--- config.mk ---
export PLATFORM = sky130hd
export DESIGN_NAME = minimax_sram_arbiter
export DESIGN_NICKNAME = d
export VERILOG_FILES = /design/src/rtl/minimax_mem_pkg.sv /design/src/rtl/minimax_fetch_buffer.sv /design/src/rtl/minimax_sram_arbiter.sv
export SDC_FILE = /design/constraint.sdc
export NUM_CORES = 1
export LEC_CHECK = 0
export ABC_AREA = 1
export CORE_AREA = 2 2 134 136
export CTS_CLUSTER_DIAMETER = 150
export DETAILED_ROUTE_END_ITERATION = 7
export DIE_AREA = 0 0 136 138
export PLACE_DENSITY = 0.77
export SYNTH_ARGS = -nofsm -noshare
export SYNTH_HDL_FRONTEND = slang
export SYNTH_SLANG_ARGS = --single-unit
--- constraint.sdc ---
create_clock -name clk -period 1.9 [get_ports clk]
set_input_delay 0.285 -clock clk [delete_from_list [all_inputs] [get_ports clk]]
set_output_delay 0.285 -clock clk [all_outputs]
set_load 0.005 [all_outputs]
--- src/rtl/minimax_mem_pkg.sv ---
// Shared definitions for the minimax memory front end: the exit register
// address, the request-kind encoding and the flat-address decode helpers.
package minimax_mem_pkg;

   localparam logic [31:0] EXIT_ADDR_DEFAULT = 32'hfffffffc;

   typedef enum logic [1:0] {
      REQ_NONE,
      REQ_STORE,
      REQ_LOAD,
      REQ_FETCH
   } req_kind_t;

   // Bank index: the bits just above the in-bank word address.
   function automatic logic [31:0] addr_bank(input logic [31:0] a,
                                             input int unsigned wb,
                                             input int unsigned bb);
      return (a >> (wb + 2)) & ((32'd1 << bb) - 32'd1);
   endfunction

   // Word address inside one bank.
   function automatic logic [31:0] addr_word(input logic [31:0] a,
                                             input int unsigned wb);
      return (a >> 2) & ((32'd1 << wb) - 32'd1);
   endfunction

   // True when the byte address falls inside the SRAM-backed space.
   function automatic logic addr_in_range(input logic [31:0] a,
                                          input int unsigned banks,
                                          input int unsigned words);
      return {32'h0, a} < (64'(banks) * 64'(words) * 64'd4);
   endfunction

endpackage

--- src/rtl/minimax_fetch_buffer.sv ---
// One-entry instruction fetch buffer: remembers the last word fetched from
// SRAM and its in-space word key. A store to that word, or a store that
// collides with the word being filled, leaves the entry invalid.
module minimax_fetch_buffer #(
   parameter int unsigned KW = 11
) (
   input  logic          clk,
   input  logic          reset,
   input  logic [KW-1:0] lookup_key,
   output logic          hit,
   output logic [31:0]   hit_word,
   input  logic          fill_en,
   input  logic [KW-1:0] fill_key,
   input  logic [31:0]   fill_word,
   input  logic          store_en,
   input  logic [KW-1:0] store_key
);

   logic          buf_valid;
   logic [KW-1:0] buf_key;
   logic [31:0]   buf_word;

   assign hit      = buf_valid && (buf_key == lookup_key);
   assign hit_word = buf_word;

   // Fill from the SRAM return, or drop the entry when a store touches it
   always_ff @(posedge clk) begin
      if (!reset) begin
         buf_valid <= 1'b0;
         buf_key   <= '0;
         buf_word  <= '0;
      end else if (fill_en) begin
         buf_key   <= fill_key;
         buf_word  <= fill_word;
         buf_valid <= !(store_en && (store_key == fill_key));
      end else if (store_en && (store_key == buf_key)) begin
         buf_valid <= 1'b0;
      end
   end

endmodule

--- src/rtl/minimax_sram_arbiter.sv ---
// Single-port SRAM arbiter for the minimax core: one SRAM access per cycle,
// priority store > load > fetch, plus a memory-mapped exit register.
// Optional fetch buffer: define MINIMAX_ARB_FETCH_BUFFER_EN.
// Handshake: d_ready is combinational and high whenever a store or load is
// presented (data never stalls); loads/fetches answer with rvalid/inst_valid
// exactly one cycle after acceptance; a fetch that is not served simply
// produces no inst_valid and the core keeps inst_req/inst_addr asserted.
module minimax_sram_arbiter
   import minimax_mem_pkg::*;
#(
   parameter int unsigned PC_BITS    = 13,
   parameter int unsigned BANKS      = 4,
   parameter int unsigned BANK_WORDS = 512,
   parameter logic [31:0] EXIT_ADDR  = EXIT_ADDR_DEFAULT
) (
   input  logic                          clk,
   input  logic                          reset,
   input  logic [PC_BITS-1:0]            inst_addr,
   input  logic                          inst_req,
   output logic [15:0]                   inst,
   output logic                          inst_valid,
   input  logic [31:0]                   addr,
   input  logic [31:0]                   wdata,
   input  logic [3:0]                    wmask,
   input  logic                          rreq,
   output logic                          d_ready,
   output logic [31:0]                   rdata,
   output logic                          rvalid,
   output logic [BANKS-1:0]              sram_en,
   output logic [$clog2(BANK_WORDS)-1:0] sram_addr,
   output logic [31:0]                   sram_wdata,
   output logic [3:0]                    sram_wmask,
   input  logic [BANKS*32-1:0]           sram_rdata,
   output logic                          exit_valid,
   output logic [31:0]                   exit_code
);

   localparam int unsigned WB = $clog2(BANK_WORDS);
   localparam int unsigned BB = $clog2(BANKS);
   localparam int unsigned BW = (BB > 0) ? BB : 1;
   localparam int unsigned KW = WB + BB;

   req_kind_t     kind;
   logic [31:0]   fetch_addr;
   logic [31:0]   cmd_addr;
   logic [BW-1:0] cmd_bank;
   logic [BW-1:0] fetch_bank;
   logic          cmd_ok;
   logic          fetch_hit;
   logic          is_exit;
   logic [BW-1:0] rd_bank;
   logic          rd_oor;
   logic [BW-1:0] if_bank;
   logic          if_half;
   logic          if_buf;
   logic [31:0]   rdata_q;
   logic [31:0]   rdata_live;
   logic [31:0]   if_word;
   logic [31:0]   buf_word_q;
   logic [15:0]   inst_q;
   logic [15:0]   inst_live;

   // Fetch addresses are zero-extended; decode keeps only in-space bits.
   assign fetch_addr = 32'(inst_addr);

   // Pick the single request that owns the SRAM port this cycle
   always_comb begin
      kind = REQ_NONE;
      if (!reset)                    kind = REQ_NONE;
      else if (|wmask)               kind = REQ_STORE;
      else if (rreq)                 kind = REQ_LOAD;
      else if (inst_req && !fetch_hit) kind = REQ_FETCH;
   end

   assign cmd_addr   = (kind == REQ_FETCH) ? fetch_addr : addr;
   assign cmd_bank   = BW'(addr_bank(cmd_addr, WB, BB));
   assign fetch_bank = BW'(addr_bank(fetch_addr, WB, BB));
   assign cmd_ok     = (kind == REQ_FETCH) || addr_in_range(addr, BANKS, BANK_WORDS);
   assign is_exit    = (kind == REQ_STORE) && (addr == EXIT_ADDR) && (wmask == 4'hf);

   // Drive the one-hot bank enable for an in-range winner
   always_comb begin
      sram_en = '0;
      for (int i = 0; i < BANKS; i++) begin
         sram_en[i] = (kind != REQ_NONE) && cmd_ok && (cmd_bank == BW'(i));
      end
   end

   assign sram_addr  = WB'(addr_word(cmd_addr, WB));
   assign sram_wdata = wdata;
   assign sram_wmask = (kind == REQ_STORE) ? wmask : 4'h0;
   assign d_ready    = reset && ((|wmask) || rreq);

   // Response data comes straight from the SRAM return, held when idle.
   assign rdata_live = rd_oor ? 32'h0 : sram_rdata[int'(rd_bank)*32 +: 32];
   assign if_word    = if_buf ? buf_word_q : sram_rdata[int'(if_bank)*32 +: 32];
   assign inst_live  = if_half ? if_word[31:16] : if_word[15:0];
   assign rdata      = rvalid ? rdata_live : rdata_q;
   assign inst       = inst_valid ? inst_live : inst_q;

   // Track accepted requests so their responses appear one cycle later
   always_ff @(posedge clk) begin
      if (!reset) begin
         rvalid     <= 1'b0;
         inst_valid <= 1'b0;
         exit_valid <= 1'b0;
         exit_code  <= '0;
         rd_bank    <= '0;
         rd_oor     <= 1'b0;
         if_bank    <= '0;
         if_half    <= 1'b0;
         if_buf     <= 1'b0;
         rdata_q    <= '0;
         inst_q     <= '0;
      end else begin
         rvalid     <= (kind == REQ_LOAD);
         rd_bank    <= cmd_bank;
         rd_oor     <= !cmd_ok;
         inst_valid <= (kind == REQ_FETCH) || (inst_req && fetch_hit);
         if_bank    <= fetch_bank;
         if_half    <= inst_addr[1];
         if_buf     <= inst_req && fetch_hit;
         exit_valid <= is_exit;
         if (is_exit)    exit_code <= wdata;
         if (rvalid)     rdata_q   <= rdata_live;
         if (inst_valid) inst_q    <= inst_live;
      end
   end

`ifdef MINIMAX_ARB_FETCH_BUFFER_EN
   logic          buf_hit;
   logic [31:0]   buf_rdata;
   logic [KW-1:0] if_key;

   minimax_fetch_buffer #(.KW(KW)) u_fetch_buffer (
      .clk        (clk),
      .reset      (reset),
      .lookup_key (KW'(fetch_addr >> 2)),
      .hit        (buf_hit),
      .hit_word   (buf_rdata),
      .fill_en    (inst_valid && !if_buf),
      .fill_key   (if_key),
      .fill_word  (if_word),
      .store_en   ((kind == REQ_STORE) && cmd_ok),
      .store_key  (KW'(addr >> 2))
   );

   assign fetch_hit = buf_hit;

   // Remember which word an SRAM fetch reads and snapshot buffer hits
   always_ff @(posedge clk) begin
      if (!reset) begin
         if_key     <= '0;
         buf_word_q <= '0;
      end else begin
         if (kind == REQ_FETCH)     if_key     <= KW'(fetch_addr >> 2);
         if (inst_req && fetch_hit) buf_word_q <= buf_rdata;
      end
   end
`else
   assign fetch_hit  = 1'b0;
   assign buf_word_q = '0;
`endif

endmodule
==> run metrics, run 1 <==
vias per cell 5.50; clock insertion delay at the later pin of the skew report 0.36 ns; CP required 1.62 ns; fraction of registers with async set or reset after synthesis 0%; Die Wd 136 um; Reg power frac 33.0%; gate count of the mapped netlist 1087; switching part of the total 31.1%; YS warnings 0; die height 138 um; critical path startpoint category register; clk_skew 0.0149 ns; Yosys top cell area share about 28%; flops & latches, synth between 80 and 90; # port buffers 344; HPWL Detailed between 20 and 25 mm; Area Overhead vs Synth 104%; post-route ant nets 0; Inserted Clock Buffers 9; Final Non-Filler Cells around 1800; Logic pwr share between 30% and 40%; Worst Path Max Fanout 4; most instantiated cells after synthesis nand2_1 (267), inv_1 (125), nor2_1 (122); Setup TNS -5.20 ns; Final Setup Violations 48; GRT Resource Usage Total around a third; Iteration-0 DRC Markers 865; total iterations of the first detailed-routing run 7; CP endpoint kind output pin; CTS Buffer Depth 2; violated checks negative setup slack; # DRC 0; top cells by area, synth dfxtp_1 (28%), nand2_1 (16%), a21oi_1 (7.8%); R2R cell count 12; min-delay worst type input port to register; Core Area 0.0175 sq mm; Int Power about 3.9 mW; design area 0.0131 sq mm; # nets final 1780; # clock sinks just under 90; Max-Cap Viols 0; DR vias 9904; P_leak 5.94 nW; WP data arrival 2.12 ns; post-place setup slack -0.581 ns; post-layout min period 2.40 ns; Peak Freq around 420 MHz; RD Place Congestion 0.943; Hold Fails Final Rpt 0; post-layout util approximately 75%; clock slew at reported path FFs 0.06 ns; CTS tree done; layout cells sized above 1 between 30% and 40%; Crit Path Class register to output pin; Root Buffer clkbuf_16; Starting Density approximately 37%; largest net degree at the start of global routing 53; vias in the first global route 9554; headroom to the max-slew limit about 54%; Cells on Worst Hold Path 5; clock share of power 33.2%; post-DR wirelength/cell 20.3 um; net switching power 1.78 mW; Post-Syn Area 0.00641 sq mm; synth unique cells 23; H-tree Lvls 3; Tot Pwr 5.72 mW; Peak VDD IR 0.437 mV; GR Overflow Total 0; first-pass GRT wire length 50.4 mm; final WL approximately 37 mm; Slew Viols, Final 0; unrepaired setup endpoints after global routing yes; number of synthesized flops with an enable pin 0; Mean Syn Cell Area 5.90 sq um; Ports 346; final hold slack 0.399 ns; sequential element share of the synthesized area 27.8%; Hold-fix buffers, CTS 0; placed cell areas 0.0105 sq mm; post-synth top area cell dfxtp_1; Top FF cell, synth dfxtp_1; initial antenna violation count 2; pwr dens 437 mW/mm^2; die area 0.0188 sq mm; Worst Max-Slew Pin Slew 0.691 ns; status complete, but fails checks; Mapped Nets 1300; num rows around 50; Tcrit/Tclk final 126%; most numerous cell in the Yosys netlist nand2_1; placed cells 1641; setup ws final -0.501 ns
## cells in the final DEF (no fill, tap or decap), drive strengths merged
master,n
nand2,267
diode,1
dlygate4sd2,32
buf,282
dfxtp,89
nor4,1
o211ai,48
inv,131
clkdlybuf4s15,1
nor3,4
bufinv,1
clkdlybuf4s50,253
nand4,5
o21ai,88
a21oi,100
dlymetal6s2s,1
clkinv,1
clkbuf,23
nand3b,2
clkinvlp,2
o22ai,28
nor2,127
nand3,86
## final cells by class
type | instances | area (sq um)
inverter | 127 | 489
clock buffer | 9 | 225
fill | 1247 | 4440
sequential | 89 | 1790
clock inverter | 7 | 76.3
tap | 229 | 287
antenna | 1 | 2.50
timing repair inverter | 1 | 6.26
multi-input combinational | 756 | 4370
timing repair buffer | 583 | 5850
## critical path: stages, from the launching register on
cell and delay, ns:
dfxtp_4 0.41, inv_6 0.06, buf_12 0.13, buf_6 0.12, buf_4 0.14, o21ai_1 0.31
o22ai_1 0.19, nand2_2 0.22, nand2_1 0.08, clkbuf_2 0.11
## worst paths after layout
kind | start | end | slack, ns
min | rreq | rvalid | 0.40
min reg2reg | rdata_q[24] | rdata_q[24] | 0.47
max reg2reg | rd_bank[0] | rdata_q[8] | -0.27
max | rd_bank[0] | rdata[8] | -0.50
## cell families after synthesis
group	count (synthesis)	share of synthesized area, %
AOI/OAI and AO/OA	264	23.0
buffers and inverters	242	17.6
DFF	89	27.8
and+or+nand+nor	492	31.6
## timing repair
action	4_1_cts	5_1_grt
pin swaps	147	137
gates resized for setup	499	158
gates cloned	12	8
buffers inserted	134	26
setup endpoints to repair	66	65
## metal layers
metal | global-route usage (%) | share of wire [%] | up-vias | wire (um)
met5 | 0 | 0.044 | - | 16
met4 | 20.5 | 6.8 | 2 | 2490
met3 | 9.83 | 12 | 202 | 4550
met2 | 57.7 | 46 | 689 | 17000
met1 | 38.2 | 34 | 4527 | 12600
li1 | - | - | 4484 | -
## flip-flops by register name, summed over array words and instances (netlist names)
| register | count |
|---|---|
| exit_valid | 1 |
| rd_oor | 1 |
| rdata_q | 32 |
| inst_q | 16 |
| exit_code | 32 |
| rd_bank | 2 |
| if_bank | 2 |
| inst_valid | 1 |
| rvalid | 1 |
| if_half | 1 |
## power groups by stage
stage | sequential [mW] | clock [mW] | combinational [mW]
global placement | 1.94 | 0 | 1.36
CTS | 1.89 | 1.92 | 1.68
detailed placement | 1.94 | 0 | 1.37
global route | 1.89 | 1.99 | 2.03
floorplan | 1.92 | 0 | 0.544
finish | 1.89 | 1.90 | 1.93
Note: power is estimated with default switching activity, not from simulation.
==> run 2, diff against run 1 <==
--- a/config.mk
+++ b/config.mk
@@ -5,12 +5,12 @@
 export SDC_FILE = /design/constraint.sdc
 export NUM_CORES = 1
 export LEC_CHECK = 0
-export ABC_AREA = 1
-export CORE_AREA = 2 2 134 136
+export CORE_AREA = 2 2 133 135
+export CTS_BUF_LIST = sky130_fd_sc_hd__clkbuf_4
 export CTS_CLUSTER_DIAMETER = 150
 export DETAILED_ROUTE_END_ITERATION = 7
-export DIE_AREA = 0 0 136 138
-export PLACE_DENSITY = 0.77
+export DIE_AREA = 0 0 135 137
+export PLACE_DENSITY = 0.74
 export SYNTH_ARGS = -nofsm -noshare
 export SYNTH_HDL_FRONTEND = slang
 export SYNTH_SLANG_ARGS = --single-unit
==> run 2 against run 1 <==
  * The flow still finishes with violations (negative setup slack)
  * First-iteration DRC count fell by 73%
  * Clock skew rose by 0.010 ns
  * Critical path depth fell by 3
  * Register-to-register slack improved by 0.23 ns
  * Sequential power barely moved
  * Utilization fell by 13 points
  * Combinational power fell by 28%
  * Critical endpoint is now inst[4]
  * Largest cell class unchanged
  * Largest power group is now sequential cells
==> run metrics, run 2 <==
placed cells 1124 (-32%); # port buffers 344 (unchanged); leading cell type in the layout, fill and taps excluded clkdlybuf4s50_1; initial antenna violation count 5 (+3); clock slew at reported path FFs 0.16 ns (+0.10 ns); biggest regs exit_code x32, rdata_q x32, inst_q x16; P_leak 4.18 nW (-30%); Worst Max-Slew Pin Slew 0.589 ns (-0.102 ns); first-pass GRT wire length 33.7 mm (-33%); status complete, but fails checks; gate count of the mapped netlist 594 (-45%); GR Overflow Total 0 (unchanged); placed cell areas 0.00950 sq mm (-9.2%); Max-Cap Viols 0 (unchanged); CTS Buffer Depth 2 (unchanged); Logic pwr share 31.3% (-2.5 points); Post-Syn Area 0.00577 sq mm (-10%); Yosys top cell area share 30.9% (+3.1 points); Area Overhead vs Synth 82.2%; Mapped Nets 807 (-38%); Inserted Clock Buffers 9 (unchanged); Starting Density 33.8% (-2.7 points); RD Place Congestion 0.841 (-11%); total iterations of the first detailed-routing run 5 (-2); Hold-fix buffers, CTS 0 (unchanged); Mean Syn Cell Area 9.72 sq um (+65%); # nets final 1182 (-34%); setup ws final -0.509 ns (-0.00838 ns); layout cells sized above 1 36.0% (+3.9 points); post-route ant nets 0 (unchanged); Hold Fails Final Rpt 0 (unchanged); CP required 1.62 ns (about the same); Root Buffer clkbuf_4; num rows 48 (-2.0%); unrepaired setup endpoints after global routing yes; net switching power 1.23 mW (-31%); violated checks negative setup slack; Peak Freq 415 MHz (-0.35%); Setup TNS -22.19 ns (-16.99 ns); clk_skew 0.0254 ns (+0.0105 ns); Core Area 0.0171 sq mm (-2.7%); number of synthesized flops with an enable pin 0 (unchanged); post-synth top area cell dfxtp_1; HPWL Detailed 16.3 mm (-24%); Crit Path Class register to output pin; Worst Path Max Fanout 5 (+1); Int Power 3.20 mW (-19%); Top FF cell, synth dfxtp_1; commonest cells after routing, fill and taps aside clkdlybuf4s50_1 (256), dfxtp_1 (83), nand2_1 (73); Iteration-0 DRC Markers 237 (-73%); GRT Resource Usage Total 24.5% (-9.9 points); WP data arrival 2.12 ns (about the same); clock share of power 26.1% (-7.1 points); clock insertion delay at the later pin of the skew report 0.47 ns (+0.11 ns); most numerous cell in the Yosys netlist nand2_1; H-tree Lvls 3 (unchanged); flops & latches, synth 89 (unchanged); # clock sinks 89 (unchanged); post-place setup slack -1.02 ns (-0.443 ns); top cells by area, synth dfxtp_1 (31%), mux4_2 (25%), mux2i_1 (8.5%); final WL 23.8 mm (-35%); vias per cell 5.02 (-8.7%); Tot Pwr 4.43 mW (-22%); Slew Viols, Final 0 (unchanged); CP endpoint kind output pin; Peak VDD IR 0.251 mV (-43%); most instantiated cells after synthesis nand2_1 (102), dfxtp_1 (89), mux4_2 (64); sequential element share of the synthesized area 30.9% (+3.1 points); Ports 346 (unchanged); synth unique cells 34 (+48%); fraction of registers with async set or reset after synthesis 0% (unchanged); design area 0.0105 sq mm (-20%); post-DR wirelength/cell 19.7 um (-2.9%); CTS tree done; largest net degree at the start of global routing 64 (+21%); Reg power frac 42.6% (+9.6 points); Final Setup Violations 63 (+31%); vias in the first global route 6065 (-37%); FILL cells 1397 (+12%); YS warnings 0 (unchanged); Die Wd 135 um (-0.74%); critical path startpoint category register; min-delay worst type input port to register; Tcrit/Tclk final 127% (+0.44 points); switching part of the total 27.8% (-3.4 points); headroom to the max-slew limit 60.7% (+6.8 points); # DRC 0 (unchanged); post-layout min period 2.41 ns (+0.00838 ns); Final Non-Filler Cells 1203 (-33%); die area 0.0185 sq mm (-1.5%); pwr dens 422 mW/mm^2 (-3.5%); die height 137 um (-0.72%); DR vias 6036 (-39%)
-- run 2: cell count changes in the layout (fill, tap and decap cells not counted), sizes merged, moves of 81 or more --
cell / delta
buf: -111
nand3: -84
a21oi: -81
nand2: -165
nor2: -111
inv: -92
-- run 2: metal layers --
metal	vias up	part of all wire (%)	global-route usage, %
met1	2883	38	27.0
li1	2803	-	-
met4	2	3.4	10.8
met3	51	9.6	8.59
met2	297	49	42.6
met5	-	0.067	0
-- run 2: logic make-up (layout without fill, tap and decap cells) --
group           count (synthesis)  after routing  share of synthesized area [%]
compound gates                 59             59                           5.44
other cells                     0              5                              0
flops                          89             89                           30.9
simple gates                  202            202                           16.9
buf+inv                       122            501                           11.1
mux                           122            122                           35.7
-- run 2: final cells by class --
cell class	count	area (sq um)	area share, %
inverter	35	134	1.27
clock buffer	9	67.6	0.642
multi-input combinational	383	3680	34.9
antenna	5	12.5	0.119
clock inverter	6	73.8	0.702
sequential	89	1800	17.1
tap	225	282	2.68
timing repair buffer	451	4480	42.5
-- run 2: what timing repair did --
action                     4_1_cts  5_1_grt
gates resized for setup        390       80
gates cloned                     7        0
setup buffers                   34       24
setup endpoints to repair       68       65
pin swaps                       54       23
-- run 2: final timing paths --
path / cells after the start / startpoint / slack, ns / endpoint
worst min register to register: 2 / exit_code[22] / 0.47 / exit_code[22]
worst max register to register: 9 / rd_bank[0] / -0.04 / rdata_q[2]
worst max-delay path: 6 / if_bank[0] / -0.51 / inst[4]
worst min-delay path: 5 / wmask[2] / 0.37 / rvalid
-- run 2: power by group through the flow --
| stage | clock network [mW] | registers [mW] | logic (mW) |
|---|---|---|---|
| global route | 1.28 | 1.89 | 1.46 |
| floorplan | 0 | 1.92 | 0.510 |
| CTS | 1.21 | 1.89 | 1.36 |
| detailed placement | 0 | 1.93 | 1.22 |
| finish | 1.16 | 1.89 | 1.39 |
| global placement | 0 | 1.93 | 1.22 |
-- run 2: critical path, cell delays in order (launching register included) --
cell	delay [ns]
dfxtp_4	0.41
buf_6	0.12
buf_12	0.12
mux4_2	0.55
mux2i_1	0.20
a21oi_1	0.10
buf_2	0.15
-- run 2: stage by stage --
stage	util, %	hold WS, ns
after global routing	61.7	0.342
after CTS	59.8	0.282
after floorplan	-	0.412
final	61.7	0.366
after detailed placement	55.7	0.445
after global placement	55.7	0.441
